**config.mk**
```make
export PLATFORM = sky130hd
export DESIGN_NAME = control_unit
export DESIGN_NICKNAME = d
export VERILOG_FILES = /design/src/rtl/control_unit.sv
export SDC_FILE = /design/constraint.sdc
export NUM_CORES = 1
export LEC_CHECK = 0
export CAP_MARGIN = 25
export CORE_AREA = 2 2 39 41
export CTS_CLUSTER_SIZE = 10
export DETAILED_ROUTE_END_ITERATION = 6
export DIE_AREA = 0 0 41 43
export PLACE_DENSITY = 0.75
export RECOVER_POWER = 100
export SYNTH_ARGS = -nofsm -noshare
export SYNTH_HDL_FRONTEND = slang
export SYNTH_SLANG_ARGS = --single-unit
export TNS_END_PERCENT = 100
```
**constraint.sdc**
```tcl
create_clock -name clk -period 3.06 [get_ports clk]
set_input_delay 0.612 -clock clk [delete_from_list [all_inputs] [get_ports clk]]
set_output_delay 0.612 -clock clk [all_outputs]
set_load 0.05 [all_outputs]
```
**src/rtl/control_unit.sv**
```systemverilog
// Step sequencer for the simple CPU: decodes ir (III XXX YYY) into bus-mux selects and load enables.
// One micro-step per clock (mv/mvi/nop 2 cycles, add/sub 4); run is the only handshake, honoured in T0.
module control_unit #(
    parameter int OPW = 3,
    parameter int RW  = 3
) (
    input  logic                  clk,
    input  logic                  rst,
    input  logic                  run,
    input  logic [OPW+2*RW-1:0]   ir,
    output logic                  ir_in,
    output logic                  din_en,
    output logic                  gout,
    output logic [RW-1:0]         rout,
    output logic [(2**RW)-1:0]    rin,
    output logic                  a_in,
    output logic                  g_in,
    output logic                  addsub,
    output logic                  done
);
    localparam int NREG = 2**RW;

    typedef enum logic [1:0] {T0, T1, T2, T3} step_t;

    step_t           step;
    step_t           step_nxt;
    logic [OPW-1:0]  op;
    logic [RW-1:0]   x;
    logic [RW-1:0]   y;
    logic            is_arith;

    assign op       = ir[OPW+2*RW-1:2*RW];
    assign x        = ir[2*RW-1:RW];
    assign y        = ir[RW-1:0];
    assign is_arith = (op == OPW'(2)) || (op == OPW'(3));

    always_ff @(posedge clk) begin
        if (rst) begin
            step <= T0;
        end else begin
            step <= step_nxt;
        end
    end

    always_comb begin
        step_nxt = T0;
        ir_in    = 1'b0;
        din_en   = 1'b0;
        gout     = 1'b0;
        rout     = '0;
        rin      = '0;
        a_in     = 1'b0;
        g_in     = 1'b0;
        addsub   = 1'b0;
        done     = 1'b0;
        case (step)
            T0: begin
                ir_in    = run;
                step_nxt = run ? T1 : T0;
            end
            T1: begin
                if (op == OPW'(0)) begin
                    rout = y;
                    rin  = NREG'(1) << x;
                    done = 1'b1;
                end else if (op == OPW'(1)) begin
                    din_en = 1'b1;
                    rin    = NREG'(1) << x;
                    done   = 1'b1;
                end else if (is_arith) begin
                    rout     = x;
                    a_in     = 1'b1;
                    step_nxt = T2;
                end else begin
                    done = 1'b1;
                end
            end
            T2: begin
                // A non-arithmetic opcode here means ir moved under us; fall back to T0 quietly.
                if (is_arith) begin
                    rout     = y;
                    g_in     = 1'b1;
                    addsub   = op[0];
                    step_nxt = T3;
                end
            end
            T3: begin
                if (is_arith) begin
                    gout = 1'b1;
                    rin  = NREG'(1) << x;
                    done = 1'b1;
                end
            end
            default: step_nxt = T0;
        endcase

        // Reset wins over everything, including the T0 ir_in echo of run.
        if (rst) begin
            ir_in  = 1'b0;
            din_en = 1'b0;
            gout   = 1'b0;
            rout   = '0;
            rin    = '0;
            a_in   = 1'b0;
            g_in   = 1'b0;
            addsub = 1'b0;
            done   = 1'b0;
        end
    end
endmodule

```
* Yosys cells after proc, flatten, opt, wreduce, memory -nomap -nowiden
Index checks and enable logic that the tools add are counted.
Word-level totals: output and inout bits 18, input port bits 12, register bits 2, logic and storage cells 51
Operators by class: equal/unequal tests 6, mux-type cells 40, shift-type cells 1, reduce and logical (&&, ||, !) cells 3
Operators with widths (count):
- $mux 8 | 4
- $mux 1 | 23
- $pmux 8 s2 | 1
- $mux 3 | 5
- $mux 2 | 4
- $shl 1x3->8 const A | 1
- $eq 3x2->1 const B | 2
- $pmux 2 s3 | 1
- $pmux 3 s2 | 1
- $eq 2x2->1 const B | 2
- $eq 3x1->1 const B | 1
- $logic_not 3->1 | 1
- $eq 2x1->1 const B | 1
- $logic_not 2->1 | 1
- $pmux 1 s2 | 1
- $logic_or 1x1->1 | 1

* Depth between registers and ports, before layout
Gate-level depths: netlist of the first run.
depth after elaboration 7, gate-level depth with buffers 6, gate-level depth less buffers 5

* Worst setup path after synthesis of the first run
Ideal clock, no wire load.
path kind in2out, start point input port ir[8], end point output port addsub, cell stages on the path 4, required time 2.448 ns, data arrival time 2.673 ns, path buffers 1, setup slack -0.225 ns, cell sequence nand2b_1 > clkbuf_1 > nor3b_1 > and2_1
Between the ends: word-level cells in the longest chain between the ends 5, elaborated cells on any way between the ends 6, classes of those cells 2 x eq/ne; 3 x mux; 1 x reduce/logical
RTL lines:
- start: declaration | line 10 | input logic [OPW+2*RW-1:0] ir,
- $eq 3x2->1 | line 35 | assign is_arith = (op == OPW'(2)) || (op == OPW'(3));
- $logic_or 1x1->1 (*) | line 35
- $mux 1 (*) | line 80 | if (is_arith) begin
- $mux 1 (*) | line 56 | case (step)
- $mux 1 (*) | line 98 | if (rst) begin
- end: declaration | line 18 | output logic addsub,
Every way passes the cells marked *; elsewhere a longest branch is shown, timed or not.

* Worst setup path after layout of the first run
start point input port ir[7], end point output port rout[0]
Between the ends: word-level cells in the longest chain between the ends 7, elaborated cells on any way between the ends 11, classes of those cells 3 x eq/ne; 6 x mux; 2 x reduce/logical
RTL lines:
- $eq 3x2->1 | line 35
- $logic_or 1x1->1 | line 35
- $mux 3 | line 70 | end else if (is_arith) begin
- $mux 3 | line 66 | end else if (op == OPW'(1)) begin
- $mux 3 | line 62 | if (op == OPW'(0)) begin
- $pmux 3 s2 (*) | line 56
- $mux 3 (*) | line 98
- end: declaration | line 14 | output logic [RW-1:0] rout,
Marks and branches as above.

==> flow_summary_export.csv, run 1 <==
group,metric,value,unit
critical_path,path_cells,"clkdlybuf4s50_1, or3_2, nor2_1, o221a_2, clkbuf_2",
sta,setup_ws,0.149,ns
sta,relSlewSlack,60.1,%
critical_path,cp_max_fo,8,
final_layout,antennaDiodeCount,0,
power,leakage,0.333,nW
sta,fin_setup_tns,0,ns
final_layout,final_nets,109,
clocking,max-clock-path-buffers,2,
clocking,cts_setup_buffers,0,
route,dr.pass1.iters,4,
global_route,grt_start_max_net_pins,12,
global_route,grt_pass1_wl,2.04,mm
logic_synthesis,synth_top_family_by_area,"simple AND/OR/NAND/NOR gates",
critical_path,cp_slowest_cell,"clkdlybuf4s50_1",
final_layout,fin_util,55.6,%
critical_path,cp.required,2.45,ns
sta,min_period_over_period,95.1,%
critical_path,worstSetupPathType,"primary input to output port",
status,status,"complete, no violations",
power,power.internal,0.0948,mW
floorplan,initial_core_util,30.8,%
route,drt-initial-drc-count,10,
logic_synthesis,netlist_instances,61,
floorplan,core_area,1380,um2
logic_synthesis,synth-adder-area-share,14.7,%
logic_synthesis,syn_nets,78,
critical_path,end_kind,"output port",
critical_path,reg2reg_slack,1.93,ns
placement,dp_slack,0.208,ns
power,p_per_area,183,nW/um2
final_layout,largest_reg_flops,2,
critical_path,crit_path_end,"rout[0]",
clocking,clk_pin_slew,0.03,ns
power,sw_frac_of_total,32.8,%
critical_path,crit_path_start_kind,"primary input",
clocking,cts_resized,0,
floorplan,die_y,43,um
logic_synthesis,synth_xor_area_share,0,%
sta,slew_viol_final,0,
global_route,grt_pass1_vias,532,
sta,setup_viol,0,
critical_path,cp_slowest_stage_delay,0.54,ns
logic_synthesis,synthMuxAreaShare,5.87,%
sta,rsz0062_at_grt,"no",
clocking,cts_hold_buf,0,
final_layout,top_register,"step",
logic_synthesis,synth.largest_area_cell,"ha_1",
sta,timing.fmax,0.343,GHz
placement,place_congestion,0.830,
global_route,antenna_found_initial,0,
clocking,clock_latency,0.22,ns
power,p_total,0.141,mW
route,drc,0,
global_route,overflow,0,
logic_synthesis,yosys-top-cells-area,"ha_1, nor2_1, dfxtp_1",
route,ant_nets,0,
logic_synthesis,syn-cell-area,427,um2
floorplan,pin_count,30,
logic_synthesis,synth_compound_area_share,17.9,%
placement,dp.cells,103,
final_layout,reg_top3,"step: 2 flops",
placement,portBuffers,29,
floorplan,design.die.area,1760,um2
power,power_frac_seq,20.2,%
job,drv_cap,0,
hold_path,hp-class,"register to register",
floorplan,fp-row-count,14,
logic_synthesis,yosys.area.top_type_share,14.7,%
final_layout,area_delta_synth_final,80.4,%
critical_path,worstReg2RegStart,"step[0]",
power,switching_power,0.0463,mW
logic_synthesis,synth-seq-cells,2,
final_layout,drive_gt1_share,23.3,%
sta,fin_skew,0.00127,ns
logic_synthesis,yosys.area_share.simple,45.2,%
logic_synthesis,yosysWarnings,0,
route,wl_per_cell,12.6,um
sta,worst_slew_pin_slew,0.601,ns
critical_path,rr_endpoint,"step[0]",
power,ir_drop,0.168,mV
final_layout,fillers,139,
sta,hold_violations,0,
logic_synthesis,syn_avg_cell_area,6.99,um2
sta,period_needed,2.91,ns
logic_synthesis,synth_cell_types,28,
route,vias,582,
route,drt_wl_total,1.33,mm
power,clkPwrFrac,41.8,%
critical_path,worstPathArrival,2.30,ns
critical_path,reg2reg_depth,4,
logic_synthesis,synth-seq-area-share,9.38,%
clocking,cts_tree,"built",
clocking,cts_root_buffer,"clkbuf_4",
clocking,cts_buffers,3,
critical_path,startpoint,"ir[7]",
power,combPwrFrac,37.9,%
route,via_per_inst,5.49,
clocking,cts.sinks,2,
floorplan,fp.dieW,41,um
clocking,htree_levels,1,
final_layout,final_cell_count_no_fill,106,
global_route,grt_use_total,16.5,%
placement,dp_hpwl,1.05,mm
synth_stat cells:
library cell	instances
nor2_1	12
ha_1	5
inv_1	5
nor4_1	4
clkbuf_1	3
a22oi_1	2
and2_1	2
and3_1	2
dfxtp_1	2
nand2_1	2
nand3_1	2
nand3b_1	2
nor3b_1	2
o221a_2	2
a211oi_1	1
a21oi_1	1
a32oi_1	1
mux2_4	1
mux2i_1	1
nand2b_1	1
nor2b_1	1
nor3_1	1
nor4b_1	1
o21ba_2	1
o21bai_1	1
or2b_1	1
or3_2	1
or3b_1	1
layer usage:
metal	routed length (um)	global-route usage, %	vias up
li1	-	-	279
met1	507	16.6	281
met2	719	30.0	22
met3	107	2.62	0
met4	0	8.00	0
met5	0	0	-
layout make-up:
| type | count | area [um2] | share of cell area [%] |
|---|---|---|---|
| Sequential cell | 2 | 40.0 | 5.20 |
| Tap cell | 16 | 20.0 | 2.60 |
| Clock buffer | 3 | 22.5 | 2.93 |
| Timing Repair Buffer | 29 | 310 | 40.3 |
| Inverter | 5 | 18.8 | 2.44 |
| Multi-Input combinational cell | 51 | 358 | 46.5 |
critical path: cells and delay by family:
kind            cells  cell delay [ns]
simple gates        2             0.67
compound gates      1             0.20
buf+inv             2             0.81
logic make-up (layout without fill, tap and decap cells):
logic type / after synthesis / count (layout)
muxes: 2 / 2
adders and majority gates: 5 / 5
AOI/OAI and AO/OA: 9 / 9
and+or+nand+nor: 35 / 35
buffers and inverters: 8 / 37
DFF: 2 / 2
metrics by stage:
step	hold WS (ns)	instance area (um2)
detailed placement	0.645	905
global placement	0.636	905
global route	0.678	769
finish	0.658	769
floorplan	0.611	438
CTS	0.652	927
power groups by stage:
stage	clock (mW)	combinational [mW]	sequential [mW]
finish	0.0590	0.0535	0.0286
global route	0.0625	0.0580	0.0287
CTS	0.0611	0.0589	0.0286
detailed placement	0	0.0586	0.0289
global placement	0	0.0575	0.0287
floorplan	0	0.0292	0.0286
placed cells by master, fill, tap and decap left out, types with 2 or more instances in the layout:
master / instances
clkbuf_4: 3
clkbuf_1: 4
inv_1: 5
dfxtp_1: 2
nor2_1: 12
nand3_1: 2
nand3b_1: 2
nor4_1: 4
buf_12: 7
and2_0: 2
and3_1: 2
clkdlybuf4s50_1: 10
a22oi_1: 2
clkbuf_2: 5
o221a_2: 2
nand2_1: 2
ha_1: 5
worst min path at each step:
| stage | startpoint | to | slack, ns | depth (start not counted) |
|---|---|---|---|---|
| floorplan | step[1] | step[0] | 0.61 | 2 |
| CTS | step[1] | step[0] | 0.65 | 2 |
| global placement | step[1] | step[0] | 0.64 | 2 |
| global route | step[1] | step[0] | 0.68 | 2 |
| finish | step[1] | step[0] | 0.66 | 2 |
| detailed placement | step[1] | step[0] | 0.65 | 2 |
Note: power is estimated with default switching activity, not from simulation.
==> run 2, diff against run 1 <==
--- a/config.mk
+++ b/config.mk
@@ -10,6 +10,7 @@
 export CTS_CLUSTER_SIZE = 10
 export DETAILED_ROUTE_END_ITERATION = 6
 export DIE_AREA = 0 0 41 43
+export HOLD_SLACK_MARGIN = 0.03
 export PLACE_DENSITY = 0.75
 export RECOVER_POWER = 100
 export SYNTH_ARGS = -nofsm -noshare
==> results of run 2 <==
The final DEF is identical to that of run 1; final timing and power are the same.
==> run 3, diff against run 2 <==
--- a/config.mk
+++ b/config.mk
@@ -7,6 +7,7 @@
 export LEC_CHECK = 0
 export CAP_MARGIN = 25
 export CORE_AREA = 2 2 39 41
+export CTS_CLUSTER_DIAMETER = 60
 export CTS_CLUSTER_SIZE = 10
 export DETAILED_ROUTE_END_ITERATION = 6
 export DIE_AREA = 0 0 41 43
==> constraint.sdc (replaced) <==
create_clock -name clk -period 3.3 [get_ports clk]
set_input_delay 0.66 -clock clk [delete_from_list [all_inputs] [get_ports clk]]
set_output_delay 0.66 -clock clk [all_outputs]
set_load 0.05 [all_outputs]
==> run 3 against run 2 <==
Sequential power decreased by 7.3%. Hold slack improved by 0.043 ns. Clock skew increased by 0.00057 ns. Via count decreased by 4.8%. Worst setup slack improved by 0.065 ns. Critical path type unchanged. Final cell count increased by 0.94%. Core utilization increased by 3.5 points. Die area unchanged. Sequential share of layout area decreased by 0.31 points. Clock-buffer cell count unchanged.
==> flow_summary_export.csv, run 3 (synthesis results as in run 1) <==
group,metric,value,unit
critical_path,cp_slowest_stage_delay,0.69,ns
route,ant_nets,0,
sta,setup_viol,0,
final_layout,most-common-layout-cells,"nor2_1, buf_12, clkdlybuf4s50_1",
floorplan,core_area,1380,um2
clocking,cts_root_buffer,"clkbuf_4",
floorplan,pin_count,30,
placement,placed_area,896,um2
global_route,grt_pass1_wl,2.04,mm
sta,fin_setup_tns,0,ns
sta,worst_slew_pin_slew,0.600,ns
status,status,"complete, no violations",
final_layout,fillers,136,
floorplan,fp-row-count,14,
hold_path,hp-class,"register to register",
route,via_per_inst,5.18,
critical_path,worstPathArrival,2.43,ns
route,vias,554,
clocking,clock_latency,0.22,ns
final_layout,fin_util,59.1,%
final_layout,top_register,"step",
final_layout,final_cell_area,818,um2
clocking,cts_hold_buf,0,
global_route,grt_start_max_net_pins,12,
route,drt_wl_total,1.23,mm
clocking,cts_setup_buffers,0,
global_route,grt_pass1_vias,505,
clocking,max-clock-path-buffers,2,
clocking,htree_levels,1,
final_layout,area_delta_synth_final,91.8,%
power,leakage,0.327,nW
final_layout,final_nets,110,
placement,place_congestion,0.731,
route,drc,0,
critical_path,path_cells,"dlygate4sd3_1, mux2_4, nor3b_1, and3_1, clkbuf_1",
placement,dp_hpwl,997,um
clocking,cts_buffers,3,
critical_path,cp_max_fo,8,
clocking,cts_resized,0,
clocking,clk_pin_slew,0.03,ns
sta,fin_skew,0.00184,ns
sta,period_needed,3.09,ns
global_route,antenna_found_initial,0,
sta,relSlewSlack,60.2,%
critical_path,cp.required,2.64,ns
sta,timing.fmax,0.324,GHz
critical_path,cp_slowest_cell,"dlygate4sd3_1",
power,p_per_area,159,nW/um2
global_route,grt_use_total,16.0,%
floorplan,fp.dieW,41,um
critical_path,worstSetupPathType,"primary input to output port",
sta,rsz0062_at_grt,"no",
final_layout,antennaDiodeCount,0,
placement,portBuffers,29,
floorplan,design.die.area,1760,um2
route,dr.pass1.iters,4,
critical_path,end_kind,"output port",
clocking,cts_tree,"built",
job,drv_cap,0,
sta,slew_viol_final,0,
final_layout,largest_reg_flops,2,
final_layout,drive_gt1_share,23.1,%
clocking,cts.sinks,2,
final_layout,final_common_cell,"nor2_1",
final_layout,reg_top3,"step: 2 flops",
route,drt-initial-drc-count,19,
floorplan,initial_core_util,30.8,%
power,ir_drop,0.225,mV
critical_path,crit_path_start_kind,"primary input",
route,wl_per_cell,11.5,um
sta,min_period_over_period,93.5,%
floorplan,die_y,43,um
sta,hold_violations,0,
global_route,overflow,0,
## run 3: changes by cell type in the layout (fill, tap and decap cells not counted), sizes merged
cell,previous run,this run
buf,8,11
clkbuf,12,10
clkdlybuf4s50,10,8
dlygate4sd3,1,4
dlymetal6s2s,1,0
## run 3: critical path, delay by kind of cell
family	cells	cell delay (ns)
buf+inv	2	1.16
simple gates	2	0.39
mux	1	0.21
## run 3: report_power, final
| part | leakage (nW) | internal (mW) | switching [mW] |
|---|---|---|---|
| Clock | 0.0138 | 0.0401 | 0.0138 |
| Combinational | 0.297 | 0.0231 | 0.0269 |
| Sequential | 0.0164 | 0.0254 | 0.00112 |
## run 3: cell type report
class / count / area, um2 / share of cell area, %
Tap cell: 16 / 20.0 / 2.45
Timing Repair Buffer: 30 / 355 / 43.4
Inverter: 5 / 18.8 / 2.29
Sequential cell: 2 / 40.0 / 4.89
Multi-Input combinational cell: 51 / 362 / 44.2
Clock buffer: 3 / 22.5 / 2.75
## run 3: path summary, 6_finish.rpt
check	startpoint	to	slack, ns	cells after the start
worst min-delay path	step[1]	step[1]	0.70	2
worst max register to register	step[1]	step[1]	2.18	4
worst max-delay path	ir[7]	rin[4]	0.21	5
worst min register to register	step[1]	step[1]	0.70	2
## run 3: metal layers
layer | share of wire [%] | wire [um] | track usage, %
met5 | 0 | 0 | 0
met4 | 0 | 0 | 2.00
met3 | 11 | 134 | 5.76
met2 | 47 | 577 | 25.0
met1 | 42 | 517 | 21.1
## run 3: stage by stage
stage                     hold WS (ns)  total power [mW]  worst slack [ns]  std cells
final                            0.701             0.130             0.214        107
after global routing             0.732             0.140             0.126        107
after CTS                        0.697             0.137             0.357        107
after detailed placement         0.685            0.0810             0.358        104
after global placement           0.644            0.0801             0.399        104
after floorplan                  0.611            0.0532            0.0654         61
